## config.mk

```make
export PLATFORM = sky130hd
export DESIGN_NAME = regfile_wr_arbiter
export DESIGN_NICKNAME = d
export VERILOG_FILES = /design/src/rtl/regfile_pkg.sv /design/src/rtl/wr_port_reg.sv /design/src/rtl/regfile_wr_arbiter.sv
export SDC_FILE = /design/constraint.sdc
export NUM_CORES = 1
export LEC_CHECK = 0
export CAP_MARGIN = 30
export CORE_MARGIN = 2
export CORE_UTILIZATION = 36
export CTS_CLUSTER_SIZE = 8
export DETAILED_ROUTE_END_ITERATION = 6
export HOLD_SLACK_MARGIN = 0.05
export PLACE_DENSITY = 0.86
export SLEW_MARGIN = 20
export SYNTH_ARGS = -nofsm -noshare
export SYNTH_HDL_FRONTEND = slang
export SYNTH_HIERARCHICAL = 1
export SYNTH_SLANG_ARGS = --single-unit
export TNS_END_PERCENT = 5
```

## constraint.sdc

```tcl
create_clock -name clk -period 2.66 [get_ports clk]
set_input_delay 0.798 -clock clk [delete_from_list [all_inputs] [get_ports clk]]
set_output_delay 0.798 -clock clk [all_outputs]
set_load 0.05 [all_outputs]
```

## src/rtl/regfile_pkg.sv

```systemverilog
// Shared types for the regfile write-port arbiter: register address, x0 constant,
// and the two-state priority FSM encoding.
package regfile_pkg;

  typedef logic [4:0] reg_addr_t;

  localparam reg_addr_t REG_ZERO = 5'd0;

  typedef enum logic {
    PRIO_P = 1'b0,
    PRIO_L = 1'b1
  } wr_arb_state_t;

endpackage

```

## src/rtl/wr_port_reg.sv

```systemverilog
// Registered regfile write stage: captures one accepted write and presents it for a
// single cycle. Writes to x0 are swallowed here so we/grant never assert for them.
module wr_port_reg
  import regfile_pkg::*;
#(
  parameter int unsigned N = 64
) (
  input  logic         clk,
  input  logic         reset_n,
  input  logic         i_load,
  input  logic         i_from_l,
  input  logic [4:0]   i_wa,
  input  logic [N-1:0] i_wd,
  output logic         o_we,
  output logic [4:0]   o_wa,
  output logic [N-1:0] o_wd,
  output logic         o_grant_l
);

  logic         w_write;
  logic         r_we;
  logic         r_grant_l;
  reg_addr_t    r_wa;
  logic [N-1:0] r_wd;

  assign w_write = i_load && (i_wa != REG_ZERO);

  // Address/data only move on a real write, so they hold across idle cycles.
  always_ff @(posedge clk or negedge reset_n) begin
    if (!reset_n) begin
      r_we      <= 1'b0;
      r_grant_l <= 1'b0;
      r_wa      <= REG_ZERO;
      r_wd      <= '0;
    end else begin
      r_we      <= w_write;
      r_grant_l <= w_write && i_from_l;
      if (w_write) begin
        r_wa <= i_wa;
        r_wd <= i_wd;
      end
    end
  end

  assign o_we      = r_we;
  assign o_wa      = r_wa;
  assign o_wd      = r_wd;
  assign o_grant_l = r_grant_l;

endmodule

```

## src/rtl/regfile_wr_arbiter.sv

```systemverilog
// Arbitrates the single regfile write port between pipeline writeback (P, priority)
// and the long-latency unit (L), with a starvation counter forcing L progress.
module regfile_wr_arbiter
  import regfile_pkg::*;
#(
  parameter int unsigned N          = 64,
  parameter int unsigned STARVE_MAX = 4
) (
  input  logic         clk,
  input  logic         reset_n,
  input  logic         p_valid,
  output logic         p_ready,
  input  logic [4:0]   p_wa,
  input  logic [N-1:0] p_wd,
  input  logic         l_valid,
  output logic         l_ready,
  input  logic [4:0]   l_wa,
  input  logic [N-1:0] l_wd,
  output logic         we3,
  output logic [4:0]   wa3,
  output logic [N-1:0] wd3,
  output logic         grant_l
);

  localparam int unsigned CW = $clog2(STARVE_MAX + 1);

  wr_arb_state_t r_state;
  wr_arb_state_t w_state_nxt;
  logic [CW-1:0] r_starve_cnt;
  logic [CW-1:0] w_starve_cnt_nxt;
  logic          w_p_grant;
  logic          w_l_grant;
  logic [4:0]    w_sel_wa;
  logic [N-1:0]  w_sel_wd;

  always_ff @(posedge clk or negedge reset_n) begin
    if (!reset_n) begin
      r_state      <= PRIO_P;
      r_starve_cnt <= '0;
    end else begin
      r_state      <= w_state_nxt;
      r_starve_cnt <= w_starve_cnt_nxt;
    end
  end

  // Grant and starvation bookkeeping; the counter clears unless L waits with valid high.
  always_comb begin
    w_p_grant        = 1'b0;
    w_l_grant        = 1'b0;
    w_state_nxt      = PRIO_P;
    w_starve_cnt_nxt = '0;
    case (r_state)
      PRIO_P: begin
        w_p_grant = p_valid;
        w_l_grant = l_valid && !p_valid;
        if (l_valid && !w_l_grant) begin
          w_starve_cnt_nxt = (r_starve_cnt == CW'(STARVE_MAX)) ? r_starve_cnt
                                                               : r_starve_cnt + CW'(1);
          if (w_starve_cnt_nxt == CW'(STARVE_MAX)) begin
            w_state_nxt = PRIO_L;
          end
        end
      end
      PRIO_L: begin
        // A withdrawn L request falls back to normal P-first arbitration.
        if (l_valid) begin
          w_l_grant = 1'b1;
        end else begin
          w_p_grant = p_valid;
        end
      end
    endcase
  end

  assign p_ready  = w_p_grant;
  assign l_ready  = w_l_grant;
  assign w_sel_wa = w_l_grant ? l_wa : p_wa;
  assign w_sel_wd = w_l_grant ? l_wd : p_wd;

  wr_port_reg #(
    .N(N)
  ) u_wr_port_reg (
    .clk      (clk),
    .reset_n  (reset_n),
    .i_load   (w_p_grant || w_l_grant),
    .i_from_l (w_l_grant),
    .i_wa     (w_sel_wa),
    .i_wd     (w_sel_wd),
    .o_we     (we3),
    .o_wa     (wa3),
    .o_wd     (wd3),
    .o_grant_l(grant_l)
  );

endmodule

```

==> results.py, run 1 <==
metrics = {
    "run_status": {
        "status": "complete, but fails checks",
        "violations": "setup timing",
    },
    "final_layout": {
        "drive_above_1_share_pct": 38.04,
        "layout_commonest_cell": "clkdlybuf4s50_1",
        "seqCellArea_mm2": 0.001877,
        "nets": 650,
        "n_fill_cell": 775,
        "syn_to_final_growth_pct": 76.28,
        "layout.cells.most_common_list": "207 x clkdlybuf4s50_1, 115 x mux2_4, 75 x dfrtp_1",
        "multi_input_area_mm2": 0.002153,
        "diodes": 0,
    },
    "worst_setup_path": {
        "crit_slowest_cell": "or4_4",
        "crit_arrival_ns": 3.01,
        "critPathBufInv": 5,
        "cpMostUsedCell": "buf_6",
        "critPathCaptureType": "flop",
        "max_stage_delay_ns": 0.55,
        "critPathMaxFanout": 7,
        "cp.required_ns": 2.87,
        "crit_family": "simple AND/OR/NAND/NOR gates",
        "path_cells": "buf_6, nor2b_4, nand2b_4, mux2_4, or4_4, o21ai_4, buf_12, buf_6, buf_6, buf_16, mux2_2",
        "cp-start-kind": "input pin",
        "path_class": "in2reg",
    },
    "power_and_ir_drop": {
        "finalPower_mw": 4.137,
        "p_per_area_mw_per_mm2": 571.8,
        "ir_drop_uv": 298.6,
        "p_leak_nw": 3.300,
    },
    "synth": {
        "synth_flop_cell": "dfrtp_1",
        "ys_seq_area_share_pct": 45.73,
        "synthTopCellsByArea": "dfrtp_1 46%, mux2_4 25%, mux2_2 16%, buf_12 3.9%, mux2_1 1.4%",
        "synth_cells": 259,
        "yosysUniqueCellTypes": 27,
        "synth_area_mm2": 0.004104,
        "synth_area_per_cell_um2": 15.85,
        "ys_ff_latch": 75,
        "synth_top_cell_by_area": "dfrtp_1",
        "synth_top_area_share_pct": 45.73,
        "synth_fp_nets": 403,
        "ys.warnings.count": 6,
        "async_flop_share_pct": 100.0,
        "synth-edff-count": 0,
    },
    "global_route": {
        "grt_pass1_wl_um": 18560,
        "grt_max_degree": 43,
        "grt_pass1_vias": 3543,
        "grt.total_usage_pct": 18.86,
        "antenna_found_initial": 0,
        "grt_overflow": 0,
    },
    "timing": {
        "fin_ws_ns": -0.1418,
        "worst_pin_slew_ns": 0.5502,
        "grt_setup_unrepaired": "yes",
        "setup_viol": 64,
        "fin_skew_ns": 0.005050,
        "slew_headroom_pct": 63.21,
        "slew_viol_final": 0,
        "min_period_over_period_pct": 105.3,
        "finalCriticalPeriod_ns": 2.802,
        "finalHoldViolCount": 0,
        "fmax_mhz": 356.9,
    },
    "detailed_routing": {
        "viasPerCell": 4.720,
        "num_vias": 3068,
        "drt.antenna.violating_nets": 0,
        "drt_iter0_drc": 71,
        "wirelength_um": 11560,
        "drcViolationCount": 0,
        "drtPass1Iterations": 4,
        "wl_per_cell_um": 17.79,
    },
    "floorplanning": {
        "start_util_pct": 37.37,
        "pin_count": 215,
        "die-area_mm2": 0.01227,
        "design.core.area_mm2": 0.01098,
        "num_rows": 38,
        "die_x_um": 110.8,
        "die_h_um": 110.8,
    },
    "placement": {
        "gp_congestion": 0.7570,
        "io_buffers": 214,
        "hpwl_um": 8049,
        "preCtsSetupSlack_ns": -0.8365,
    },
    "clock_network": {
        "clkSinkCount": 75,
        "cts_htree_levels": 3,
        "clk_pin_slew_ns": 0.06,
        "clk_latency_ns": 0.32,
        "cts_hold_buf": 0,
        "cts_tree": "done",
        "clockBufferDepth": 2,
        "cts_buffers": 9,
        "clock-root-buffer": "clkbuf_16",
    },
    "worst_hold_path": {
        "hp-class": "in2async",
    },
    "flow_run": {
        "maxCapViolations": 0,
    },
}
[layer usage]
metal  global-route usage [%]  vias up  share of wire, %
met5                        0        -                 0
met4                    4.250        0              0.80
met3                    5.522        8               6.9
met2                    34.56      122                53
met1                    21.67     1512                39
li1                         -     1426                 -
[worst reg2reg max path: cells and delay by family (launching register included)]
family,cells,cell delay [ns]
AOI/OAI and AO/OA,1,0.17
buffers and inverters,4,0.47
DFF,1,0.41
muxes,2,0.64
and+or+nand+nor,3,0.85
[final timing paths]
kind,to,slack (ns),cells after the start,start
min,u_wr_port_reg/o_wd[25],0.42,1,reset_n
max in group asynchronous,u_wr_port_reg/o_wd[27],1.65,2,reset_n
min in group clk,u_wr_port_reg/o_wd[62],0.49,1,u_wr_port_reg/o_wd[62]
max reg2reg,u_wr_port_reg/o_wd[5],0.01,10,r_state
max,u_wr_port_reg/o_wd[5],-0.14,11,p_valid
min reg2reg,u_wr_port_reg/o_wd[62],0.49,1,u_wr_port_reg/o_wd[62]
[repair_timing]
action,4_1_cts,5_1_grt
gates resized for setup,64,11
pin swaps,2,2
cloned,7,0
buffers inserted,13,3
endpoints found under the setup margin,71,65
endpoints found under the hold margin,0,0
[final cells by class]
cell class,count,area share (%)
repair buffers,252,37.37
multi-input cells,162,29.76
flip-flops and latches,75,25.94
clock buffers,11,3.494
well taps,140,2.421
clock inverters,4,0.6918
inverters,6,0.3113
[cell usage after synthesis, types with 2 or more instances]
master,instances
inv_1,6
nor2_1,4
dfrtp_1,75
buf_12,8
ha_1,2
buf_6,2
nand2_1,4
buf_4,5
mux2_1,5
a22o_1,5
mux2_4,69
mux2_2,59
[state kept, by name, summed over array words and instances, names as in the netlist]
signal,cells
u_wr_port_reg/o_wd,64
u_wr_port_reg/o_wa,5
r_starve_cnt,3
r_state,1
u_wr_port_reg/o_grant_l,1
u_wr_port_reg/o_we,1
[metrics by stage]
stage	utilization [%]	hold slack (ns)	TNS, ns	cell area (um^2)	std cells
detailed placement	57.91	0.4838	-55.01	6360	613
global placement	57.91	0.4726	-48.94	6360	613
CTS	65.30	0.4369	-7.254	7172	647
floorplan	-	0.5024	-24.65	4104	259
finish	65.87	0.4213	-5.761	7234	650
global route	65.87	0.4521	-8.614	7234	650
[power breakdown]
| group | leakage [nW] | switching (mW) | internal (mW) |
|---|---|---|---|
| registers | 0.885 | 0.0757 | 1.27 |
| clock network | 0.144 | 0.443 | 0.770 |
| logic | 2.27 | 0.782 | 0.792 |
[cells by family after synthesis]
kind of cell	after synthesis	share of synthesized area [%]
AND/OR/NAND/NOR	16	2.469
AO/OA/AOI/OAI	10	2.165
XOR/XNOR	1	0.2135
buffers and inverters	22	6.006
adder cells (fa/ha/maj)	2	0.6097
multiplexers	133	42.80
flip-flops	75	45.73
No activity file was read; power rests on OpenSTA's default activity.
==> run 2: changes to the inputs <==
--- a/config.mk
+++ b/config.mk
@@ -11,10 +11,9 @@
 export CTS_CLUSTER_SIZE = 8
 export DETAILED_ROUTE_END_ITERATION = 6
 export HOLD_SLACK_MARGIN = 0.05
-export PLACE_DENSITY = 0.86
+export PLACE_DENSITY = 0.87
 export SLEW_MARGIN = 20
 export SYNTH_ARGS = -nofsm -noshare
 export SYNTH_HDL_FRONTEND = slang
-export SYNTH_HIERARCHICAL = 1
 export SYNTH_SLANG_ARGS = --single-unit
 export TNS_END_PERCENT = 5
==> results.py, run 2 <==
metrics = {
    "synth": {
        "synth_cells": 255,
        "synth_area_per_cell_um2": 15.46,
        "synthTopCellsByArea": "dfrtp_1 48%, mux2_4 26%, mux2_2 19%, buf_6 2.0%, ha_1 0.63%",
        "async_flop_share_pct": 100.0,
        "synth_top_cell_by_area": "dfrtp_1",
        "synth_top_area_share_pct": 47.62,
        "ys_top_cells_by_count": "75 x dfrtp_1, 67 x mux2_2, 67 x mux2_4",
        "ys_ff_latch": 75,
        "synth-edff-count": 0,
        "yosysUniqueCellTypes": 22,
        "ys.warnings.count": 0,
        "ys_seq_area_share_pct": 47.62,
        "synth_flop_cell": "dfrtp_1",
        "synth_fp_nets": 399,
        "synth_most_common_cell": "dfrtp_1",
        "synth_area_mm2": 0.003941,
    },
    "global_route": {
        "grt.total_usage_pct": 17.54,
        "grt_max_degree": 68,
        "grt_pass1_wl_um": 15890,
        "grt_overflow": 0,
        "antenna_found_initial": 0,
        "grt_pass1_vias": 3232,
    },
    "clock_network": {
        "cts_hold_buf": 0,
        "clk_pin_slew_ns": 0.08,
        "clockBufferDepth": 2,
        "cts_buffers": 9,
        "cts_htree_levels": 3,
        "postCtsSetupBuffers": 0,
        "clkSinkCount": 75,
        "cts_resized": 0,
        "clock-root-buffer": "clkbuf_8",
        "cts_tree": "done",
        "clk_latency_ns": 0.34,
    },
    "worst_setup_path": {
        "critPathMaxFanout": 3,
        "crit_arrival_ns": 1.78,
        "critPathBufInv": 3,
        "cp.required_ns": 1.86,
        "crit_path_end": "p_ready",
        "cp_num_cells": 4,
        "path_class": "in2out",
        "rr_worst_depth": 6,
        "crit_slowest_cell": "clkdlybuf4s50_1",
        "worstReg2RegEnd": "u_wr_port_reg.o_wd[54]",
        "cp-start-kind": "input pin",
        "r2r_start": "r_state",
        "critPathCaptureType": "output pin",
        "crit_family": "buffers and inverters",
        "max_stage_delay_ns": 0.48,
        "ff2ff_setup_slack_ns": 0.89,
        "crit_path_start": "p_valid",
        "path_cells": "clkdlybuf4s50_1, a21boi_2, buf_4, buf_12",
    },
    "final_layout": {
        "syn_to_final_growth_pct": 66.16,
        "final_cell_area_mm2": 0.006549,
        "largest_reg_flops": 64,
        "finalNonFillerCells": 622,
        "drive_above_1_share_pct": 34.44,
        "layout.cells.most_common_list": "210 x clkdlybuf4s50_1, 75 x dfrtp_1, 67 x mux2_2, 67 x mux2_4, 11 x clkbuf_8",
        "diodes": 0,
        "layout_commonest_cell": "clkdlybuf4s50_1",
        "n_fill_cell": 876,
        "final_util_pct": 60.95,
        "nets": 621,
    },
    "floorplanning": {
        "die_x_um": 108.6,
        "design.core.area_mm2": 0.01075,
        "die_h_um": 108.6,
        "pin_count": 215,
        "die-area_mm2": 0.01180,
        "start_util_pct": 36.68,
        "num_rows": 38,
    },
    "power_and_ir_drop": {
        "p_int_mw": 2.591,
        "p_leak_nw": 2.871,
        "p_per_area_mw_per_mm2": 593.7,
        "p_sw_mw": 1.297,
        "ir_drop_uv": 308.0,
        "power_frac_clock_pct": 25.7,
        "seqPwrFrac_pct": 35.3,
        "finalPower_mw": 3.888,
        "switching_share_pct": 33.36,
        "comb_power_share_pct": 39.0,
    },
    "detailed_routing": {
        "wl_per_cell_um": 16.75,
        "drt_iter0_drc": 95,
        "viasPerCell": 4.719,
        "drcViolationCount": 0,
        "drt.antenna.violating_nets": 0,
        "drtPass1Iterations": 4,
        "wirelength_um": 10420,
        "num_vias": 2935,
    },
    "timing": {
        "fmax_mhz": 388.0,
        "setup_viol": 0,
        "finalHoldViolCount": 0,
        "grt_setup_unrepaired": "no",
        "min_period_over_period_pct": 96.89,
        "worst_pin_slew_ns": 0.8462,
        "fin_ws_ns": 0.08285,
        "slew_viol_final": 0,
        "fin_skew_ns": 0.01433,
        "tns_ns": 0,
        "slew_headroom_pct": 43.59,
        "finalHoldWorstSlack_ns": 0.5116,
        "finalCriticalPeriod_ns": 2.577,
    },
    "run_status": {
        "status": "finished clean",
    },
    "placement": {
        "gp_congestion": 0.7000,
        "preCtsSetupSlack_ns": -0.1135,
        "hpwl_um": 7966,
        "post-place-cells": 606,
        "io_buffers": 214,
        "placed_cell_area_mm2": 0.006319,
    },
    "flow_run": {
        "maxCapViolations": 0,
    },
    "worst_hold_path": {
        "hp-class": "reg2reg",
    },
}
run 2: power groups by stage:
| stage | Combinational [mW] | Clock [mW] | Sequential [mW] |
|---|---|---|---|
| finish | 1.52 | 0.998 | 1.37 |
| global route | 1.58 | 1.08 | 1.39 |
| CTS | 1.53 | 1.03 | 1.37 |
| detailed placement | 1.53 | 0 | 1.39 |
| global placement | 1.50 | 0 | 1.39 |
| floorplan | 0.399 | 0 | 1.90 |
run 2: worst min-delay path by stage:
stage                                start  depth (start not counted)                     end
floorplan                          reset_n                          0         r_starve_cnt[0]
global placement    u_wr_port_reg.o_wd[38]                          1  u_wr_port_reg.o_wd[38]
detailed placement   u_wr_port_reg.o_wd[4]                          1   u_wr_port_reg.o_wd[4]
CTS                  u_wr_port_reg.o_wd[4]                          1   u_wr_port_reg.o_wd[4]
global route         u_wr_port_reg.o_wd[4]                          1   u_wr_port_reg.o_wd[4]
finish              u_wr_port_reg.o_wd[15]                          1  u_wr_port_reg.o_wd[15]
run 2: layer usage:
| layer | track usage (%) | wire (um) |
|---|---|---|
| met5 | 0 | 0 |
| met4 | 5.403 | 170 |
| met3 | 4.961 | 832 |
| met2 | 33.21 | 5497 |
| met1 | 18.75 | 3920 |
run 2: final cells by class:
cell class	instances	area, um^2	area share [%]
Multi-Input combinational cell	161	1956	29.86
Clock buffer	12	155.1	2.369
Timing Repair Buffer	225	2295	35.04
Sequential cell	75	1877	28.66
Tap cell	140	175.2	2.675
Inverter	5	18.77	0.2866
Clock inverter	4	72.57	1.108
run 2: cells by family after synthesis:
logic type      after synthesis  synth area share, %
compound gates                9                1.428
simple gates                 14                1.905
buf+inv                      19                3.238
flops                        75                47.62
fa+ha+maj                     2               0.6348
mux                         136                45.17
